$ cat config.mk
export PLATFORM = sky130hd
export DESIGN_NAME = hazard_unit
export DESIGN_NICKNAME = d
export VERILOG_FILES = /design/src/rtl/hazard_unit.sv
export SDC_FILE = /design/constraint.sdc
export NUM_CORES = 1
export LEC_CHECK = 0
export ABC_AREA = 1
export CAP_MARGIN = 10
export CORE_UTILIZATION = 30
export DETAILED_ROUTE_END_ITERATION = 10
export GPL_TIMING_DRIVEN = 0
export PLACE_DENSITY_LB_ADDON = 0.08
export SYNTH_ARGS = -nofsm -noshare
export SYNTH_HDL_FRONTEND = slang
export SYNTH_SLANG_ARGS = --single-unit
$ cat constraint.sdc
create_clock -name clk -period 4.8 [get_ports clk]
set_input_delay 0.48 -clock clk [delete_from_list [all_inputs] [get_ports clk]]
set_output_delay 0.48 -clock clk [all_outputs]
set_load 0.02 [all_outputs]
$ cat src/rtl/hazard_unit.sv
// rtl/hazard_unit.sv - load-use / redirect hazard detection, ecall halt sequencing and perf counters
module hazard_unit #(
    parameter int REG_IDX_W = 5,
    parameter int LD_LAT    = 1,
    parameter int DRAIN     = 3,
    parameter int CNT_W     = 32
) (
    input  logic                 clk,
    input  logic                 rst,
    input  logic                 id_valid,
    input  logic [REG_IDX_W-1:0] id_rs1_index,
    input  logic [REG_IDX_W-1:0] id_rs2_index,
    input  logic                 id_rs1_used,
    input  logic                 id_rs2_used,
    input  logic                 id_ecall,
    input  logic                 ex_valid,
    input  logic                 ex_wb_en,
    input  logic                 ex_is_load,
    input  logic [REG_IDX_W-1:0] ex_rd_index,
    input  logic                 ex_branch_taken,
    output logic                 stall_pc,
    output logic                 stall_if_id,
    output logic                 flush_if_id,
    output logic                 flush_id_ex,
    output logic                 halt,
    output logic [CNT_W-1:0]     stall_cnt,
    output logic [CNT_W-1:0]     flush_cnt
);

    // At least one slot is declared so the arrays stay legal when LD_LAT=1;
    // that slot is then held invalid.
    localparam int SB_N = (LD_LAT > 1) ? LD_LAT - 1 : 1;
    localparam logic [2:0]       DRAIN_INIT = 3'(DRAIN);
    localparam logic [CNT_W-1:0] CNT_ONE    = {{(CNT_W-1){1'b0}}, 1'b1};

    typedef enum logic [1:0] {ST_RUN, ST_DRAIN, ST_HALTED} state_t;

    state_t                           state_q, state_d;
    logic [2:0]                       drain_q, drain_d;
    logic [SB_N-1:0]                  sb_valid;
    logic [SB_N-1:0][REG_IDX_W-1:0]   sb_rd;
    logic                             ex_ld_q;
    logic                             load_use;
    logic                             ecall_go;

    assign ex_ld_q = ex_valid & ex_is_load & ex_wb_en & (ex_rd_index != '0);

    generate
        if (LD_LAT > 1) begin : g_sb
            // Scoreboard of in-flight loads past EX; shifts every cycle, bubbles enter when EX holds no load
            always_ff @(posedge clk or negedge rst) begin
                if (!rst) begin
                    sb_valid <= '0;
                    sb_rd    <= '0;
                end else begin
                    sb_valid[0] <= ex_ld_q;
                    sb_rd[0]    <= ex_rd_index;
                    for (int k = 1; k < SB_N; k++) begin
                        sb_valid[k] <= sb_valid[k-1];
                        sb_rd[k]    <= sb_rd[k-1];
                    end
                end
            end
        end else begin : g_no_sb
            assign sb_valid = '0;
            assign sb_rd    = '0;
        end
    endgenerate

    function automatic logic src_hit(input logic [REG_IDX_W-1:0] idx);
        logic hit;
        hit = ex_ld_q && (ex_rd_index == idx);
        for (int k = 0; k < SB_N; k++) begin
            if (sb_valid[k] && (sb_rd[k] == idx)) hit = 1'b1;
        end
        return hit && (idx != '0);
    endfunction

    // Load-use detection against the load in EX and every pending scoreboard entry
    always_comb begin
        load_use = id_valid &
                   ((id_rs1_used & src_hit(id_rs1_index)) |
                    (id_rs2_used & src_hit(id_rs2_index)));
        ecall_go = id_valid & id_ecall & ~ex_branch_taken & ~load_use;
    end

    // Halt FSM state and drain counter
    always_ff @(posedge clk or negedge rst) begin
        if (!rst) begin
            state_q <= ST_RUN;
            drain_q <= '0;
        end else begin
            state_q <= state_d;
            drain_q <= drain_d;
        end
    end

    // Halt FSM next state: ecall starts a fixed-length drain, then the core stays halted
    always_comb begin
        state_d = state_q;
        drain_d = drain_q;
        case (state_q)
            ST_RUN: begin
                if (ecall_go) begin
                    state_d = ST_DRAIN;
                    drain_d = DRAIN_INIT;
                end
            end
            ST_DRAIN: begin
                drain_d = drain_q - 3'd1;
                if (drain_q == 3'd1) state_d = ST_HALTED;
            end
            ST_HALTED: state_d = ST_HALTED;
            default:   state_d = ST_RUN;
        endcase
    end

    // Pipeline control outputs; a redirect wins over a load-use stall while running
    always_comb begin
        stall_pc    = 1'b0;
        stall_if_id = 1'b0;
        flush_if_id = 1'b0;
        flush_id_ex = 1'b0;
        halt        = 1'b0;
        case (state_q)
            ST_RUN: begin
                if (ex_branch_taken) begin
                    flush_if_id = 1'b1;
                    flush_id_ex = 1'b1;
                end else if (load_use) begin
                    stall_pc    = 1'b1;
                    stall_if_id = 1'b1;
                    flush_id_ex = 1'b1;
                end
            end
            ST_DRAIN: begin
                stall_pc    = 1'b1;
                stall_if_id = 1'b1;
                flush_id_ex = 1'b1;
            end
            ST_HALTED: begin
                stall_pc    = 1'b1;
                stall_if_id = 1'b1;
                flush_id_ex = 1'b1;
                halt        = 1'b1;
            end
            default: ;
        endcase
    end

    // Saturating stall-cycle and redirect counters
    always_ff @(posedge clk or negedge rst) begin
        if (!rst) begin
            stall_cnt <= '0;
            flush_cnt <= '0;
        end else begin
            if (stall_pc && (stall_cnt != '1))
                stall_cnt <= stall_cnt + CNT_ONE;
            if ((state_q == ST_RUN) && ex_branch_taken && (flush_cnt != '1))
                flush_cnt <= flush_cnt + CNT_ONE;
        end
    end

endmodule

==> reports/results.ini, run 1 <==
[timing]
fin_crit_sh = 0.637
tns_ns = 0
tightest_slew_ns = 0.543
fmax_ghz = 0.327
skew_ns = 0.0126
max_slew_margin = 0.638
drv_slew = 0
setup_viol = 0
rsz0062_at_grt = false
hold_viol_final = 0
hold_ws_ns = 0.0586
period_needed_ns = 3.06

[run_status]
status = finished, violations left
failed_checks = DRC

[die]
dieArea_sq_um = 15700
io_pins = 94
fp.dieH_um = 125
initial_utilization = 0.310
core_sq_um = 14700
rows = 44
die_width_um = 125

[power_and_ir_drop]
vdd_ir_drop_max_mv = 0.158
leakage_uw = 0.00286
power.density_nw_per_um2 = 392

[run]
max-cap-violations = 0

[clock_network]
clk_pin_slew_worst_paths_ns = 0.06
cts_hold_buf = 0
cts_tree = built
cts.htree.levels = 3
clk_latency_ns = 0.35
cts_root_buffer = clkbuf_16
cts_max_path_buffers = 2
cts-resized-gates = 0
cts_buffers = 9
clock_sinks = 69
cts_setup_buffers = 0

[synthesis]
ys_seq_area_frac = 0.379
synthTopCellsByCount = nand2_1, nor2_1, dfrtp_1
ys.flop_type = dfrtp_1
synth_edf_count = 0
synth_area_leaders = dfrtp_1, nand2_1, nand4_1, nor2_1, xor2_1
yosysTopAreaCellShare = 0.379
netlist_area_sq_um = 4550
avgSynthCellArea_sq_um = 7.14
yosysMostFrequentCell = nand2_1
yosys.area.top_type = dfrtp_1
netlist_instances = 638
async_reset_ff_frac = 1.00
synthDistinctLibCells = 29
yosysWarnings = 0
ys_ff_latch = 69
syn-num-nets = 671

[placement]
portBuffers = 93
hpwl_um = 10200
place_congestion = 0.832

[setup_path]
start_kind = primary input
crit_chain = clkdlybuf4s50_1, inv_1, nand2_1, nand2_1, nor2_1, nand4_1, nand2_1, nand3_1, a21oi_1, buf_4, clkdlybuf4s50_1
critPathRequiredTime_ns = 4.32
critical_path.top_delay_family = buffers and inverters
critical_path_buf_inv_count = 4
critPathKind = in -> out
end_kind = output pin
cpPeakStageDelay_ns = 0.59
worst_path_most_repeated_cell = nand2_1
critical_path.max_fanout = 4
cp.arrival_ns = 2.58
cp_slowest_cell = clkdlybuf4s50_1

[detailed_routing]
detail-route-antenna-nets = 0
drt_pass1_iterations = 7
wl_per_cell_um = 14.2
vias_per_cell = 4.83
drc_errors = 12
dr.first_iter.drc_count = 282
drt-total-wl_um = 13300
num_vias = 4499

[cells_and_area]
nets = 776
area_delta_synth_final_pct = 33.7
drive_gt1_frac = 0.0615
diodes = 0

[global_routing]
grt-ovfl-total = 0
antenna_found_initial = 0
grt_max_degree = 43
grt_pass1_wl_um = 22000
grt_pass1_vias = 4418
track_usage = 0.176

[min_path]
hold_class = in -> async

==> worst paths after layout <==
kind                                          startpoint                   endpoint  slack, ns  cells past startpoint
worst max register to register  stall_cnt[0]$_DFFE_PN0P_  stall_cnt[23]$_DFFE_PN0P_       2.74                      7
worst min-delay path                                 rst   stall_cnt[4]$_DFFE_PN0P_       0.06                      1
min in group clk                  drain_q[1]$_DFFE_PN0P_     drain_q[1]$_DFFE_PN0P_       0.51                      2
max in group asynchronous                            rst  flush_cnt[21]$_DFFE_PN0P_       4.19                      2
worst max-delay path                      ex_rd_index[1]                   stall_pc       1.74                     11
worst min register to register    drain_q[1]$_DFFE_PN0P_     drain_q[1]$_DFFE_PN0P_       0.51                      2
==> layout by cell type, fill, tap and decap left out, drive strengths merged <==
cell type	netlist	final
and3	2	2
inv	51	51
nand3	34	34
xnor2	26	26
nor4	2	2
nand4	52	52
clkinvlp	0	1
nor2	74	74
a21oi	2	2
clkbuf	6	15
bufinv	0	3
nor3	24	24
ha	8	8
nor3b	1	1
clkinv	1	4
dfrtp	69	69
xor2	29	29
clkdlybuf4s50	0	92
nand2	237	237
buf	11	13
nand3b	4	4
o21ai	5	5
==> per-layer routing <==
layer	global-route usage	share of wire	routed length (um)	vias to the layer above
li1	-	-	-	2263
met1	0.222	0.46	6080	2123
met2	0.298	0.49	6440	103
met3	0.0445	0.043	568	10
met4	0.0466	0.012	163	0
met5	0	0	0	-
==> cells by family after synthesis <==
group | after synthesis | synth area share
compound gates | 7 | 0.00769
xor+xnor | 55 | 0.106
fa+ha+maj | 8 | 0.0220
buf+inv | 69 | 0.0640
flops | 69 | 0.379
simple gates | 430 | 0.421
==> registers in the layout, summed over array words and instances (netlist names) <==
register,flops
flush_cnt,32
state_q,2
stall_cnt,32
drain_q,3
==> where the power goes <==
part	total, uW	switching [uW]	internal, uW
logic	895	561	334
clock network	782	272	510
registers	710	71.2	639
total	2390	904	1480
==> final cells by class <==
class	count	area, sq um
plain buffers	17	96.3
inverters	52	195
clock buffers	9	225
fillers	1542	8610
clock inverters	7	124
repair buffers	94	956
multi-input cells	500	2540
flip-flops and latches	69	1730
well taps	184	230
==> through the flow <==
| step | area (sq um) | power (uW) | instances | worst slack (ns) | utilization |
|---|---|---|---|---|---|
| floorplan | 4550 | 1270 | 638 | 2.71 | - |
| global placement | 5720 | 1610 | 915 | 0.659 | 0.389 |
| detailed placement | 5740 | 1630 | 916 | 1.74 | 0.391 |
| CTS | 6090 | 2420 | 932 | 1.73 | 0.414 |
| global route | 6090 | 2530 | 932 | 1.56 | 0.414 |
| finish | 6090 | 2390 | 932 | 1.74 | 0.414 |
Note: power is estimated with default switching activity, not from simulation.
==> run 2: changes to the inputs <==
==> constraint.sdc (replaced) <==
create_clock -name clk -period 3 [get_ports clk]
set_input_delay 0.3 -clock clk [delete_from_list [all_inputs] [get_ports clk]]
set_output_delay 0.3 -clock clk [all_outputs]
set_load 0.02 [all_outputs]
==> run 2 against run 1 <==
Against the previous run:
- the flow still finishes with violations (DRC)
- first-iteration DRC count down 5.7%
- non-clock buffer count up 1
- via count up 0.24%
- largest power group unchanged
- largest cell class unchanged
- register-to-register slack worse by 1.8 ns
- critical endpoint unchanged
- final area up 0.16%
- setup slack worse by 1.5 ns
- final cell count up 0.11%
- combinational power up 60%
- sequential power up 61%
- utilization up 0.068 points
- clock skew about the same
==> reports/results.ini, run 2 (synthesis results as in run 1) <==
[power_and_ir_drop]
p_sw_uw = 1440  ; was 904 uW
swShare = 0.378  ; was 0.379
p_comb_frac = 0.374  ; was 0.375
pwr-share-clk = 0.328  ; about the same
vdd_ir_drop_max_mv = 0.253  ; was 0.158 mV
power.density_nw_per_um2 = 625  ; was 392 nW/um^2
power_uw = 3820  ; was 2390 uW
seq_power_share = 0.298  ; about the same
p_int_uw = 2370  ; was 1480 uW
leakage_uw = 0.00286  ; about the same

[cells_and_area]
diodes = 0  ; unchanged
layout_common_cells = nand2_1, clkdlybuf4s50_1, nor2_1, dfrtp_1, nand4_1  ; unchanged
nFillCells = 1541  ; was 1542
multi_input_area_sq_um = 2540  ; unchanged
area_delta_synth_final_pct = 33.9  ; was 33.7%
nets = 777  ; was 776
drive_gt1_frac = 0.0614  ; was 0.0615
post-route-util = 0.415  ; was 0.414
final_common_cell = nand2_1  ; unchanged
seq_area_sq_um = 1730  ; unchanged
reg_top3 = flush_cnt (32), stall_cnt (32), drain_q (3)  ; unchanged
finalInstanceArea_sq_um = 6100  ; was 6090 sq um

[timing]
skew_ns = 0.0124  ; was 0.0126 ns
setup_slack_ns = 0.291  ; was 1.74 ns
period_needed_ns = 2.71
drv_slew = 0  ; unchanged
rsz0062_at_grt = false  ; unchanged
hold_viol_final = 0  ; unchanged
setup_viol = 0  ; unchanged
fin_crit_sh = 0.903
fmax_ghz = 0.369
max_slew_margin = 0.642  ; was 0.638
tightest_slew_ns = 0.537  ; was 0.543 ns

[run_status]
failed_checks = DRC  ; unchanged
status = finished, violations left  ; unchanged

[run]
max-cap-violations = 0  ; unchanged

[clock_network]
cts_setup_buffers = 0  ; unchanged
cts.htree.levels = 3  ; unchanged
clk_pin_slew_worst_paths_ns = 0.06  ; about the same
cts_hold_buf = 1  ; was 0
clock_sinks = 69  ; unchanged
cts_tree = built  ; unchanged
cts_buffers = 9  ; unchanged
cts_root_buffer = clkbuf_16  ; unchanged
clk_latency_ns = 0.34  ; was 0.35 ns
cts-resized-gates = 0  ; unchanged
cts_max_path_buffers = 2  ; unchanged

[die]
rows = 44  ; unchanged
io_pins = 94  ; unchanged
core_sq_um = 14700  ; unchanged
die_width_um = 125  ; unchanged
dieArea_sq_um = 15700  ; unchanged
initial_utilization = 0.310  ; unchanged
fp.dieH_um = 125  ; unchanged

[detailed_routing]
wl_per_cell_um = 14.2  ; about the same
vias_per_cell = 4.83  ; about the same
drt-total-wl_um = 13200  ; was 13300 um
drt_pass1_iterations = 7  ; unchanged
detail-route-antenna-nets = 0  ; unchanged
dr.first_iter.drc_count = 266  ; was 282
num_vias = 4510  ; was 4499
drc_errors = 12  ; unchanged

[setup_path]
worst_path_most_repeated_cell = nand2_1  ; unchanged
cp.arrival_ns = 2.41  ; was 2.58 ns
critPathKind = in -> out  ; unchanged
r2r_cells = 7  ; unchanged
critical_path.max_fanout = 4  ; unchanged
critPathRequiredTime_ns = 2.70  ; was 4.32 ns
end_kind = output pin  ; unchanged
cpPeakStageDelay_ns = 0.59  ; about the same
start_kind = primary input  ; unchanged
cp_slowest_cell = clkdlybuf4s50_1  ; unchanged
crit_chain = clkdlybuf4s50_1, inv_1, nand2_1, nand2_1, nor2_1, nand4_1, nand2_1, nand3_1, a21oi_1, buf_4, clkdlybuf4s50_1  ; unchanged

[global_routing]
grt.busiest_layer = met2  ; unchanged
track_usage = 0.176  ; unchanged
grt_pass1_wl_um = 22000  ; unchanged
antenna_found_initial = 0  ; unchanged
grt_max_degree = 43  ; unchanged
grt_pass1_vias = 4424  ; was 4418
grt-ovfl-total = 0  ; unchanged
grt_use_met1 = 0.223  ; was 0.222
met2_usage = 0.298  ; unchanged
grt_use_met3 = 0.0441  ; was 0.0445

[placement]
pre_cts_ws_ns = 0.297  ; was 1.74 ns
place_congestion = 0.832  ; unchanged
portBuffers = 93  ; unchanged
postPlaceCellArea_sq_um = 5740  ; unchanged
hpwl_um = 10200  ; unchanged

[min_path]
hold_class = in -> async  ; unchanged

[run 2: changes by cell type in the layout (fill, tap and decap cells not counted), sizes merged]
| cell | previous run | this run |
|---|---|---|
| dlygate4sd3 | 0 | 1 |
[run 2: cell type report]
| type | count | area share |
|---|---|---|
| Clock inverter | 7 | 0.0203 |
| Tap cell | 184 | 0.0377 |
| Inverter | 52 | 0.0320 |
| Sequential cell | 69 | 0.283 |
| Buffer | 17 | 0.0158 |
| Multi-Input combinational cell | 500 | 0.416 |
| Timing Repair Buffer | 95 | 0.158 |
| Clock buffer | 9 | 0.0369 |
[run 2: power groups by stage]
| stage | registers [uW] | clock network, uW | logic (uW) |
|---|---|---|---|
| 4_1_cts | 1140 | 1290 | 1450 |
| 3_3_place_gp | 1150 | 0 | 1430 |
| 3_5_place_dp | 1150 | 0 | 1450 |
| 6_report | 1140 | 1250 | 1430 |
| 5_1_grt | 1150 | 1330 | 1580 |
| 2_1_floorplan | 1200 | 0 | 834 |
[run 2: worst max-delay path: cells and delay by family]
family	cells	cell delay [ns]
buffers and inverters	4	1.34
AOI/OAI and AO/OA	1	0.21
and+or+nand+nor	6	0.57
[run 2: worst paths after layout]
| kind | slack, ns | startpoint | end |
|---|---|---|---|
| max in group asynchronous | 2.02 | rst | flush_cnt[21]$_DFFE_PN0P_ |
| worst min-delay path | 0.43 | rst | stall_cnt[4]$_DFFE_PN0P_ |
| worst min register to register | 0.51 | drain_q[1]$_DFFE_PN0P_ | drain_q[1]$_DFFE_PN0P_ |
| worst max-delay path | 0.29 | ex_rd_index[1] | stall_pc |
| min in group clk | 0.51 | drain_q[1]$_DFFE_PN0P_ | drain_q[1]$_DFFE_PN0P_ |
| worst max register to register | 0.94 | stall_cnt[0]$_DFFE_PN0P_ | stall_cnt[23]$_DFFE_PN0P_ |
[run 2: per-stage QoR]
stage	cells	hold WS, ns	TNS (ns)
after floorplan	638	0.00441	0
after global placement	915	0.497	-65.90
after detailed placement	916	0.259	0
after CTS	933	0.444	0
after global routing	933	0.466	0
final	933	0.427	0
[run 2: layer usage]
| layer | share of wire | wire length, um | up-vias |
|---|---|---|---|
| li1 | - | - | 2271 |
| met1 | 0.46 | 6130 | 2123 |
| met2 | 0.48 | 6390 | 105 |
| met3 | 0.040 | 527 | 11 |
| met4 | 0.012 | 164 | 0 |
| met5 | 0 | 0 | - |
==> run 3: changes to the inputs <==
--- a/config.mk
+++ b/config.mk
@@ -7,10 +7,11 @@
 export LEC_CHECK = 0
 export ABC_AREA = 1
 export CAP_MARGIN = 10
-export CORE_UTILIZATION = 30
+export CORE_UTILIZATION = 52
 export DETAILED_ROUTE_END_ITERATION = 10
 export GPL_TIMING_DRIVEN = 0
 export PLACE_DENSITY_LB_ADDON = 0.08
+export SKIP_CTS_REPAIR_TIMING = 1
 export SYNTH_ARGS = -nofsm -noshare
 export SYNTH_HDL_FRONTEND = slang
 export SYNTH_SLANG_ARGS = --single-unit
==> run 3 against run 2 <==
Against the previous run:
- wire length shrank 7.0%
- utilization rose by 28 points
- worst hold slack got worse by 0.37 ns
- critical path depth shrank 3
- first-iteration DRC count fell by 26%
- combinational power is essentially flat
- maximum frequency grew 1.3%
- sequential share of layout area increased by 1.6 points
- the run now ends clean
- sequential power hardly changed
- largest cell class unchanged
- flip-flop and latch count unchanged
==> reports/results.ini, run 3 (synthesis results as in run 1) <==
[detailed_routing]
drt_pass1_iterations = 4  ; was 7
vias_per_cell = 5.37  ; was 4.83
drc_errors = 0  ; was 12
drt-total-wl_um = 12300  ; was 13200 um
wl_per_cell_um = 14.4  ; was 14.2 um
dr.first_iter.drc_count = 196  ; was 266
num_vias = 4569  ; was 4510
detail-route-antenna-nets = 0  ; unchanged

[power_and_ir_drop]
p_sw_uw = 1360  ; was 1440 uW
p_int_uw = 1840  ; was 2370 uW
seq_power_share = 0.354  ; was 0.298
swShare = 0.425  ; was 0.378
leakage_uw = 0.00277  ; was 0.00286 uW
pwr-share-clk = 0.205  ; was 0.328
vdd_ir_drop_max_mv = 0.298  ; was 0.253 mV
p_comb_frac = 0.441  ; was 0.374
power_uw = 3200  ; was 3820 uW
power.density_nw_per_um2 = 555  ; was 625 nW/um^2

[cells_and_area]
nFillCells = 742  ; was 1541
area_delta_synth_final_pct = 26.7  ; was 33.9%
nets = 775  ; was 777
finalNonFillerCells = 851  ; was 933
diodes = 0  ; unchanged
layout_common_cells = nand2_1, clkdlybuf4s50_1, nor2_1, dfrtp_1, nand4_1  ; unchanged
post-route-util = 0.692  ; was 0.415
reg_top3 = flush_cnt (32), stall_cnt (32), drain_q (3)  ; unchanged
final_common_cell = nand2_1  ; unchanged
drive_gt1_frac = 0.0576  ; was 0.0614

[global_routing]
antenna_found_initial = 0  ; unchanged
grt_pass1_wl_um = 20400  ; was 22000 um
track_usage = 0.290  ; was 0.176
grt-ovfl-total = 0  ; unchanged
grt_pass1_vias = 4467  ; was 4424
grt_max_degree = 70  ; was 43

[setup_path]
start_kind = register  ; was primary input
end_kind = output pin  ; unchanged
critical_path.max_fanout = 6  ; was 4
critPathRequiredTime_ns = 2.70  ; about the same
critPathKind = reg -> out  ; was in -> out
cp.arrival_ns = 2.37  ; was 2.41 ns

[die]
fp.dieH_um = 95.6  ; was 125 um
dieArea_sq_um = 9140  ; was 15700 sq um
rows = 33  ; was 44
initial_utilization = 0.546  ; was 0.310
core_sq_um = 8340  ; was 14700 sq um
die_width_um = 95.6  ; was 125 um
io_pins = 94  ; unchanged

[timing]
setup_slack_ns = 0.326  ; was 0.291 ns
hold_ws_ns = 0.0528  ; was 0.427 ns
hold_viol_final = 0  ; unchanged
setup_viol = 0  ; unchanged
max_slew_margin = 0.424  ; was 0.642
fmax_ghz = 0.374  ; was 0.369 GHz
drv_slew = 0  ; unchanged
skew_ns = 0.0101  ; was 0.0124 ns
tightest_slew_ns = 0.864  ; was 0.537 ns
period_needed_ns = 2.67  ; was 2.71 ns
fin_crit_sh = 0.891  ; was 0.903
rsz0062_at_grt = false  ; unchanged

[placement]
pre_cts_ws_ns = 0.333  ; was 0.297 ns
place_congestion = 0.949  ; was 0.832
portBuffers = 93  ; unchanged
hpwl_um = 9160  ; was 10200 um
dpl.cell_count = 836  ; was 916

[clock_network]
clk_latency_ns = 0.35  ; was 0.34 ns
cts_root_buffer = clkbuf_8  ; was clkbuf_16
cts_max_path_buffers = 2  ; unchanged
cts.htree.levels = 3  ; unchanged
cts_buffers = 9  ; unchanged
clock_sinks = 69  ; unchanged
clk_pin_slew_worst_paths_ns = 0.08  ; was 0.06 ns
cts_tree = built  ; unchanged

[min_path]
hold_class = in -> async  ; unchanged

[run_status]
status = finished, final reports clean  ; was finished, violations left

[run]
max-cap-violations = 0  ; unchanged

run 3: final timing paths:
kind,startpoint,end,slack [ns],depth (start not counted)
max reg2reg,stall_cnt[0]$_DFFE_PN0P_,stall_cnt[20]$_DFFE_PN0P_,0.96,7
max in group asynchronous,rst,flush_cnt[14]$_DFFE_PN0P_,2.38,1
min in group clk,flush_cnt[7]$_DFFE_PN0P_,flush_cnt[7]$_DFFE_PN0P_,0.52,1
min,rst,stall_cnt[5]$_DFFE_PN0P_,0.05,1
min reg2reg,flush_cnt[7]$_DFFE_PN0P_,flush_cnt[7]$_DFFE_PN0P_,0.52,1
max,state_q[0]$_DFFE_PN0P_,stall_pc,0.33,8
run 3: area by class of cell:
cell class	instances	area, sq um	area share
multi-input combinational	500	2540	0.440
sequential	69	1730	0.299
timing repair buffer	93	928	0.161
inverter	52	195	0.0338
tap	105	131	0.0228
clock buffer	10	128	0.0221
buffer	17	96.3	0.0167
clock inverter	5	28.8	0.00499
run 3: per-layer routing:
metal	vias up	global-route usage	routed length [um]
met5	-	0	0
met4	0	0.169	561
met3	45	0.0383	621
met2	171	0.511	6000
met1	2088	0.336	5090
li1	2265	-	-
run 3: stage by stage:
stage	TNS, ns	cell area (sq um)
floorplan	0	4550
CTS	0	5770
finish	0	5770
global route	0	5770
detailed placement	0	5610
global placement	-47.06	5620
run 3: worst max-delay path, cell delays in order, from the launching register on:
cell	delay, ns
dfrtp_1	0.43
inv_1	0.10
ha_1	0.27
inv_1	0.11
nor2_1	0.10
nand3_1	0.11
a21oi_1	0.18
buf_4	0.13
clkdlybuf4s50_1	0.59
run 3: power by group through the flow:
| stage | sequential, uW | combinational, uW | clock (uW) |
|---|---|---|---|
| global placement | 1140 | 1380 | 0 |
| floorplan | 1200 | 834 | 0 |
| global route | 1150 | 1550 | 705 |
| finish | 1130 | 1410 | 657 |
| detailed placement | 1150 | 1410 | 0 |
| CTS | 1130 | 1420 | 671 |
